`src/rtl/shift_add_mul4.sv`:
```
// Sequential 4x4 unsigned multiplier using shift-and-add, one iteration per RUN cycle.
// state | meaning: IDLE | waiting for start; RUN | four add/shift iterations; DONE | one-cycle result pulse
module shift_add_mul4 (
    input  logic       clk,
    input  logic       rst,
    input  logic       start,
    input  logic [3:0] a,
    input  logic [3:0] b,
    output logic       busy,
    output logic       done,
    output logic [7:0] product
);

    typedef enum logic [1:0] {
        IDLE = 2'd0,
        RUN  = 2'd1,
        DONE = 2'd2
    } state_t;

    state_t     state_q, state_d;
    logic [3:0] mcand_q, mcand_d;
    logic [3:0] hi_q, hi_d;
    logic [3:0] lo_q, lo_d;
    logic [1:0] cnt_q, cnt_d;
    logic [7:0] product_q, product_d;
    logic       busy_q, busy_d;
    logic       done_q, done_d;
    logic [4:0] sum;

    always_comb begin
        state_d   = state_q;
        mcand_d   = mcand_q;
        hi_d      = hi_q;
        lo_d      = lo_q;
        cnt_d     = cnt_q;
        product_d = product_q;
        // Carry-out of the add lands in hi[3] directly after the right shift.
        sum = {1'b0, hi_q} + (lo_q[0] ? {1'b0, mcand_q} : 5'd0);

        case (state_q)
            IDLE, DONE: begin
                if (start) begin
                    mcand_d = a;
                    lo_d    = b;
                    hi_d    = 4'd0;
                    cnt_d   = 2'd0;
                    state_d = RUN;
                end else begin
                    state_d = IDLE;
                end
            end
            RUN: begin
                hi_d  = sum[4:1];
                lo_d  = {sum[0], lo_q[3:1]};
                cnt_d = cnt_q + 2'd1;
                if (cnt_q == 2'd3) begin
                    state_d   = DONE;
                    product_d = {hi_d, lo_d};
                end
            end
            default: state_d = IDLE;
        endcase

        busy_d = (state_d == RUN);
        done_d = (state_d == DONE);
    end

    always_ff @(posedge clk) begin
        if (rst) begin
            state_q   <= IDLE;
            mcand_q   <= 4'd0;
            hi_q      <= 4'd0;
            lo_q      <= 4'd0;
            cnt_q     <= 2'd0;
            product_q <= 8'd0;
            busy_q    <= 1'b0;
            done_q    <= 1'b0;
        end else begin
            state_q   <= state_d;
            mcand_q   <= mcand_d;
            hi_q      <= hi_d;
            lo_q      <= lo_d;
            cnt_q     <= cnt_d;
            product_q <= product_d;
            busy_q    <= busy_d;
            done_q    <= done_d;
        end
    end

    assign busy    = busy_q;
    assign done    = done_q;
    assign product = product_q;

endmodule

```
`config.mk`:
```
export PLATFORM = sky130hd
export DESIGN_NAME = shift_add_mul4
export DESIGN_NICKNAME = d
export VERILOG_FILES = /design/src/rtl/shift_add_mul4.sv
export SDC_FILE = /design/constraint.sdc
export NUM_CORES = 1
export LEC_CHECK = 0
export ABC_AREA = 0
export BUFFER_PORTS_ARGS = -buffer_cell sky130_fd_sc_hd__buf_4
export CAP_MARGIN = 20
export CORE_MARGIN = 10
export CORE_UTILIZATION = 48
export DETAILED_ROUTE_END_ITERATION = 10
export GPL_TIMING_DRIVEN = 0
export PLACE_DENSITY = 0.77
export SYNTH_ARGS = -nofsm -noshare
export SYNTH_HDL_FRONTEND = slang
export SYNTH_SLANG_ARGS = --single-unit
```
`constraint.sdc`:
```
create_clock -name clk -period 1.9 [get_ports clk]
set_clock_uncertainty 0.2 [all_clocks]
set_input_delay 0.095 -clock clk [delete_from_list [all_inputs] [get_ports clk]]
set_output_delay 0.095 -clock clk [all_outputs]
set_load 0.005 [all_outputs]
```
==> results of run 1 <==
power groups by stage:
stage	logic (mW)	registers, mW	clock network (mW)
detailed placement	0.108	0.591	0
floorplan	0.0741	0.588	0
finish	0.134	0.581	0.281
global placement	0.105	0.591	0
CTS	0.126	0.580	0.284
global route	0.149	0.583	0.310
final timing paths:
path	cells after the start	startpoint	slack, ns	endpoint
min	4	start	0.11	hi_q[3]
min reg2reg	2	product[3]	0.26	product[3]
max	8	lo_q[0]	0.03	hi_q[3]
max reg2reg	8	lo_q[0]	0.03	hi_q[3]
metrics by stage:
stage          instances  instance area [um2]  setup WS, ns  hold slack (ns)  TNS (ns)
5_1_grt              185                 1510       -0.0756            0.119    -0.222
3_5_place_dp         170                 1300      -0.00608            0.137  -0.00608
3_3_place_gp         170                 1300        0.0617            0.132         0
4_1_cts              184                 1440       0.00958            0.114         0
2_1_floorplan        123                 1130         0.164           0.0418         0
6_report             185                 1510        0.0263            0.115         0
worst min-delay path, stage by stage:
cell and delay, ns:
buf_4 0.08, and2b_2 0.17, buf_6 0.17, o32ai_2 0.09
timing repair:
item | CTS | global route
hold buffers | 10 | 0
setup buffers | 0 | 1
resized for setup | 1 | 16
hold endpoints to repair | 9 | 0
setup endpoints to repair | 3 | 6
pin swaps | 0 | 5
placed cells by master (no fill, tap or decap), drive strengths merged:
cell / count
fa: 1
dlygate4sd3: 10
nand2: 13
a21oi: 11
o21ba: 1
buf: 22
and2: 4
and2b: 1
ha: 5
nor3: 1
xnor2: 1
nand3: 1
dfxtp: 26
o32ai: 1
nor2b: 1
mux2i: 8
and3: 1
clkbuf: 8
nand3b: 1
or3: 1
inv: 5
a22oi: 2
a211oi: 6
nor2: 23
nor3b: 1
nand2b: 1
a21o: 1
metal layers:
layer  routed length, um  vias up  share of wire, %
met1                1100      422                45
met2                1160       18                47
met3                 171        2               7.0
li1                    -      483                 -
met5                   0        -                 0
met4                  31        0               1.3
final cells by class:
type / instances / share of cell area, %
Multi-Input combinational cell: 86 / 40.1
Sequential cell: 26 / 34.9
Inverter: 5 / 1.24
Timing Repair Buffer: 30 / 16.6
Tap cell: 28 / 2.32
Clock buffer: 4 / 2.41
Buffer: 6 / 2.49
Yosys cell counts (2+ instances only):
cell type / instances
a211oi_1: 6
mux2i_1: 8
dfxtp_1: 26
a21oi_1: 10
nand2_1: 12
a22oi_1: 2
and2_1: 3
ha_1: 5
nor2_1: 23
inv_1: 5
clkbuf_1: 3
cells by family (layout without fill, tap and decap cells):
logic type / after synthesis / after routing / share of synthesized area, %
compound gates: 22 / 22 / 12.9
flops: 26 / 26 / 46.2
fa+ha+maj: 6 / 6 / 7.33
xor+xnor: 1 / 1 / 0.778
mux: 8 / 8 / 7.11
simple gates: 49 / 49 / 20.9
buf+inv: 11 / 45 / 4.78
sequential cells by signal (all words and copies together) (netlist names):
register  count
cnt_q         2
busy          1
product       8
hi_q          4
state_q       2
mcand_q       4
lo_q          4
done          1
==> impl_metrics.tcl, run 1 <==
set metrics [dict create \
    status "completed" \
    cp_max_fo 5 \
    yosys.area.top_type "dfxtp_1" \
    track_usage_pct 10.8 \
    worst-endpoint-required_ns 1.95 \
    syn2layout_area_growth_pct 33.9 \
    min_period_ns 1.87 \
    grt_start_max_net_pins 15 \
    end_kind "flop" \
    use_met1_pct 12.9 \
    cp_cell_sequence "and2_4 > ha_4 > inv_2 > fa_2 > inv_2 > a21o_1 > a21oi_2 > o32ai_2" \
    seqPwrFrac_pct 58.3 \
    max_cap_viol_count 0 \
    busiest_layer "met2" \
    coreArea_um2 2230 \
    crit_arrival_ns 1.92 \
    synth_warnings 0 \
    initial_utilization_pct 50.4 \
    nFillCells 171 \
    port_buffers 19 \
    num_rows 17 \
    ys_types 31 \
    grt_overflow 0 \
    start_kind "flop" \
    drt_iter0_drc 37 \
    clock_latency_ns 0.33 \
    die_area_um2 4680 \
    cts_tree "done" \
    fin_util_pct 67.5 \
    maxSlewHeadroom_pct 70.3 \
    clockPowerShare_pct 28.2 \
    setup_viol 0 \
    worst_pin_slew_ns 0.445 \
    syn-num-nets 140 \
    path_buf_inv 2 \
    clk_path_buf_depth 2 \
    die_h_um 68.4 \
    p_int_mw 0.755 \
    dominantRegCellSynth "dfxtp_1" \
    power_switching_mw 0.241 \
    hold_viol 0 \
    crit_slowest_cell "fa_2" \
    grtUsageMet2_pct 18.7 \
    finalCritPeriodShare_pct 98.6 \
    async_flop_share_pct 0 \
    syn-mean-instance-area_um2 9.16 \
    htreeDepth 1 \
    critical-path-top-delay-family "adder cells" \
    p_comb_share_pct 13.4 \
    crit_type "reg -> reg" \
    fmax_mhz 534 \
    n_antenna_cell 0 \
    drive_above_1_share_pct 29.3 \
    grt_use_met3_pct 2.94 \
    cts_buffers 3 \
    rsz0062_at_grt "true" \
    drc 0 \
    avgRoutedWirePerCell_um 13.3 \
    leakage_nw 0.643 \
    syn_area_um2 1130 \
    cp_slowest_stage_delay_ns 0.41 \
    avgViaCountPerCell 5.00 \
    place_congestion 0.770 \
    root_buffer "clkbuf_4" \
    clock_sinks 26 \
    p_per_area_nw_per_um2 660 \
    synth_edf_count 0 \
    cpMostUsedCell "inv_2" \
    synthDominantCellAreaShare_pct 46.2 \
    antenna_found_initial 0 \
    ir_drop_mv 0.434 \
    num_vias 925 \
    hold_class "in -> reg" \
    first_global_vias 920 \
    ant_nets 0 \
    multi_input_area_um2 604 \
    synth-seq-cells 26 \
    wl_um 2460 \
    ios 21 \
    register_area_um2 526 \
    p_sw_share_pct 24.2 \
    die_w_um 68.4 \
    seq_area_frac_synth_pct 46.2 \
    slew_viol_final 0 \
    hpwl_um 1800 \
    path_clk_slew_ns 0.13 \
    total_power_mw 0.996 \
    netlist_top_cells_area "dfxtp_1 46%, nor2_1 7.7%, mux2i_1 7.1%" \
    syn_inst 123 \
    drt_pass1_iterations 4 \
    grt_pass1_wl_um 4040 \
    final_nets 175 \
]
No activity file was read; power rests on OpenSTA's default activity.
==> run 2: changes to the inputs <==
--- a/config.mk
+++ b/config.mk
@@ -12,7 +12,9 @@
 export CORE_UTILIZATION = 48
 export DETAILED_ROUTE_END_ITERATION = 10
 export GPL_TIMING_DRIVEN = 0
+export HOLD_SLACK_MARGIN = 0.08
 export PLACE_DENSITY = 0.77
+export SKIP_CTS_REPAIR_TIMING = 1
 export SYNTH_ARGS = -nofsm -noshare
 export SYNTH_HDL_FRONTEND = slang
 export SYNTH_SLANG_ARGS = --single-unit
==> constraint.sdc (replaced) <==
create_clock -name clk -period 1.9 [get_ports clk]
set_clock_uncertainty 0.2 [all_clocks]
set_input_delay 0.095 -clock clk [delete_from_list [all_inputs] [get_ports clk]]
set_output_delay 0.095 -clock clk [all_outputs]
set_load 0.05 [all_outputs]
==> run 2 against run 1 <==
Against the previous run:
- via count rose by 0.65%
- clock power hardly changed
- cell area decreased by 1.4%
- combinational power is essentially flat
- final cell count decreased by 0.54%
- global-route usage is 0.43 points lower
- count of clock-buffer cells in the layout did not move
- worst hold slack lost 0.0012 ns
- flip-flop and latch count unchanged
- die area unchanged
- largest power group unchanged
- highest routed layer unchanged
==> impl_metrics.tcl, run 2 (synthesis results as in run 1) <==
set metrics [dict create \
    place_congestion 0.770 \
    slew_viol_final 0 \
    hold_class "in -> reg" \
    antenna_found_initial 0 \
    fmax_mhz 536 \
    holdPathStages 4 \
    cp_cell_sequence "and2_4 > ha_4 > inv_2 > fa_2 > inv_2 > a21o_1 > a21oi_2 > o32ai_2" \
    track_usage_pct 10.4 \
    drt_pass1_iterations 4 \
    num_rows 17 \
    cpMostUsedCell "inv_2" \
    critical-path-top-delay-family "adder cells" \
    rsz0062_at_grt "true" \
    ir_drop_mv 0.433 \
    setup_ws_ns 0.0353 \
    root_buffer "clkbuf_4" \
    path_buf_inv 2 \
    clock_latency_ns 0.33 \
    setup_viol 0 \
    maxSlewHeadroom_pct 70.5 \
    final_cell_mix "25 x dfxtp_1, 23 x nor2_1, 21 x buf_4, 12 x nand2_1, 9 x dlygate4sd3_1" \
    cts_buffers 3 \
    design_area_um2 1490 \
    worst-endpoint-required_ns 1.95 \
    path_depth 8 \
    crit_type "reg -> reg" \
    coreArea_um2 2230 \
    crit_slowest_cell "fa_2" \
    port_buffers 19 \
    status "completed" \
    htreeDepth 1 \
    clock_sinks 26 \
    min_period_ns 1.86 \
    grt_overflow 0 \
    drt_iter0_drc 36 \
    end_kind "flop" \
    holdWs_ns 0.114 \
    layout_commonest_cell "dfxtp_1" \
    first_global_vias 880 \
    avgViaCountPerCell 5.06 \
    ant_nets 0 \
    die_area_um2 4680 \
    leakage_nw 0.635 \
    rr_worst_depth 8 \
    avgRoutedWirePerCell_um 13.0 \
    cts_tree "done" \
    die_w_um 68.4 \
    worst_pin_slew_ns 0.443 \
    crit_arrival_ns 1.91 \
    cp_max_fo 5 \
    drc 0 \
    drive_above_1_share_pct 27.6 \
    final_nets 174 \
    ios 21 \
    finalCritPeriodShare_pct 98.1 \
    hold_viol 0 \
    path_clk_slew_ns 0.13 \
    initial_utilization_pct 50.4 \
    start_kind "flop" \
    max_cap_viol_count 0 \
    die_h_um 68.4 \
    p_per_area_nw_per_um2 669 \
    dpl_cell_area_um2 1300 \
    place_ws_ns -0.00608 \
    syn2layout_area_growth_pct 32.0 \
    largest_reg_flops 8 \
    n_antenna_cell 0 \
    hpwl_um 1800 \
    grt_start_max_net_pins 15 \
    nFillCells 171 \
    num_vias 931 \
    grt_pass1_wl_um 3880 \
    cp_slowest_stage_delay_ns 0.40 \
    fin_util_pct 66.6 \
    wl_um 2400 \
    clk_path_buf_depth 2 \
]
run 2: cell count changes in the layout (fill, tap and decap cells not counted), sizes merged:
cell and change:
buf +1, dlygate4sd3 -1, clkbuf -1
run 2: layout make-up:
class                           instances  area [um2]  area share (%)
Tap cell                               28        35.0            2.36
Buffer                                  6        35.0            2.36
Multi-Input combinational cell         86         597            40.2
Timing Repair Buffer                   29         240            16.2
Inverter                                5        18.8            1.26
Sequential cell                        26         524            35.3
Clock buffer                            4        36.3            2.44
run 2: where the power goes:
group	leakage, nW	total, mW	switching, mW	internal (mW)
clock	0.0210	0.282	0.164	0.117
sequential	0.212	0.580	0.0131	0.566
combinational	0.401	0.134	0.0675	0.0662
total	0.635	0.995	0.245	0.750
run 2: through the flow:
step           TNS [ns]  instances  power, mW
2_1_floorplan         0        123      0.669
4_1_cts         -0.0598        174      0.978
3_5_place_dp   -0.00608        170      0.706
6_report              0        184      0.995
5_1_grt          -0.106        184       1.04
3_3_place_gp          0        170      0.703
run 2: path summary, 6_finish.rpt:
kind                      to  startpoint  slack [ns]
hold reg to reg   product[3]  product[3]        0.26
setup reg to reg     hi_q[3]     lo_q[0]        0.04
setup / recovery     hi_q[3]     lo_q[0]        0.04
hold / removal       lo_q[0]       start        0.11
run 2: worst min-delay path, delay by kind of cell:
kind | cells | cell delay, ns
mux | 1 | 0.18
compound gates | 1 | 0.09
buf+inv | 1 | 0.07
simple gates | 1 | 0.17
run 2: per-layer routing:
layer | wire length (um) | up-vias | track usage (%)
met5 | 0 | - | 0
met4 | 30 | 0 | 3.02
met3 | 177 | 2 | 2.61
met2 | 1130 | 23 | 17.7
met1 | 1070 | 426 | 12.6
li1 | - | 480 | -
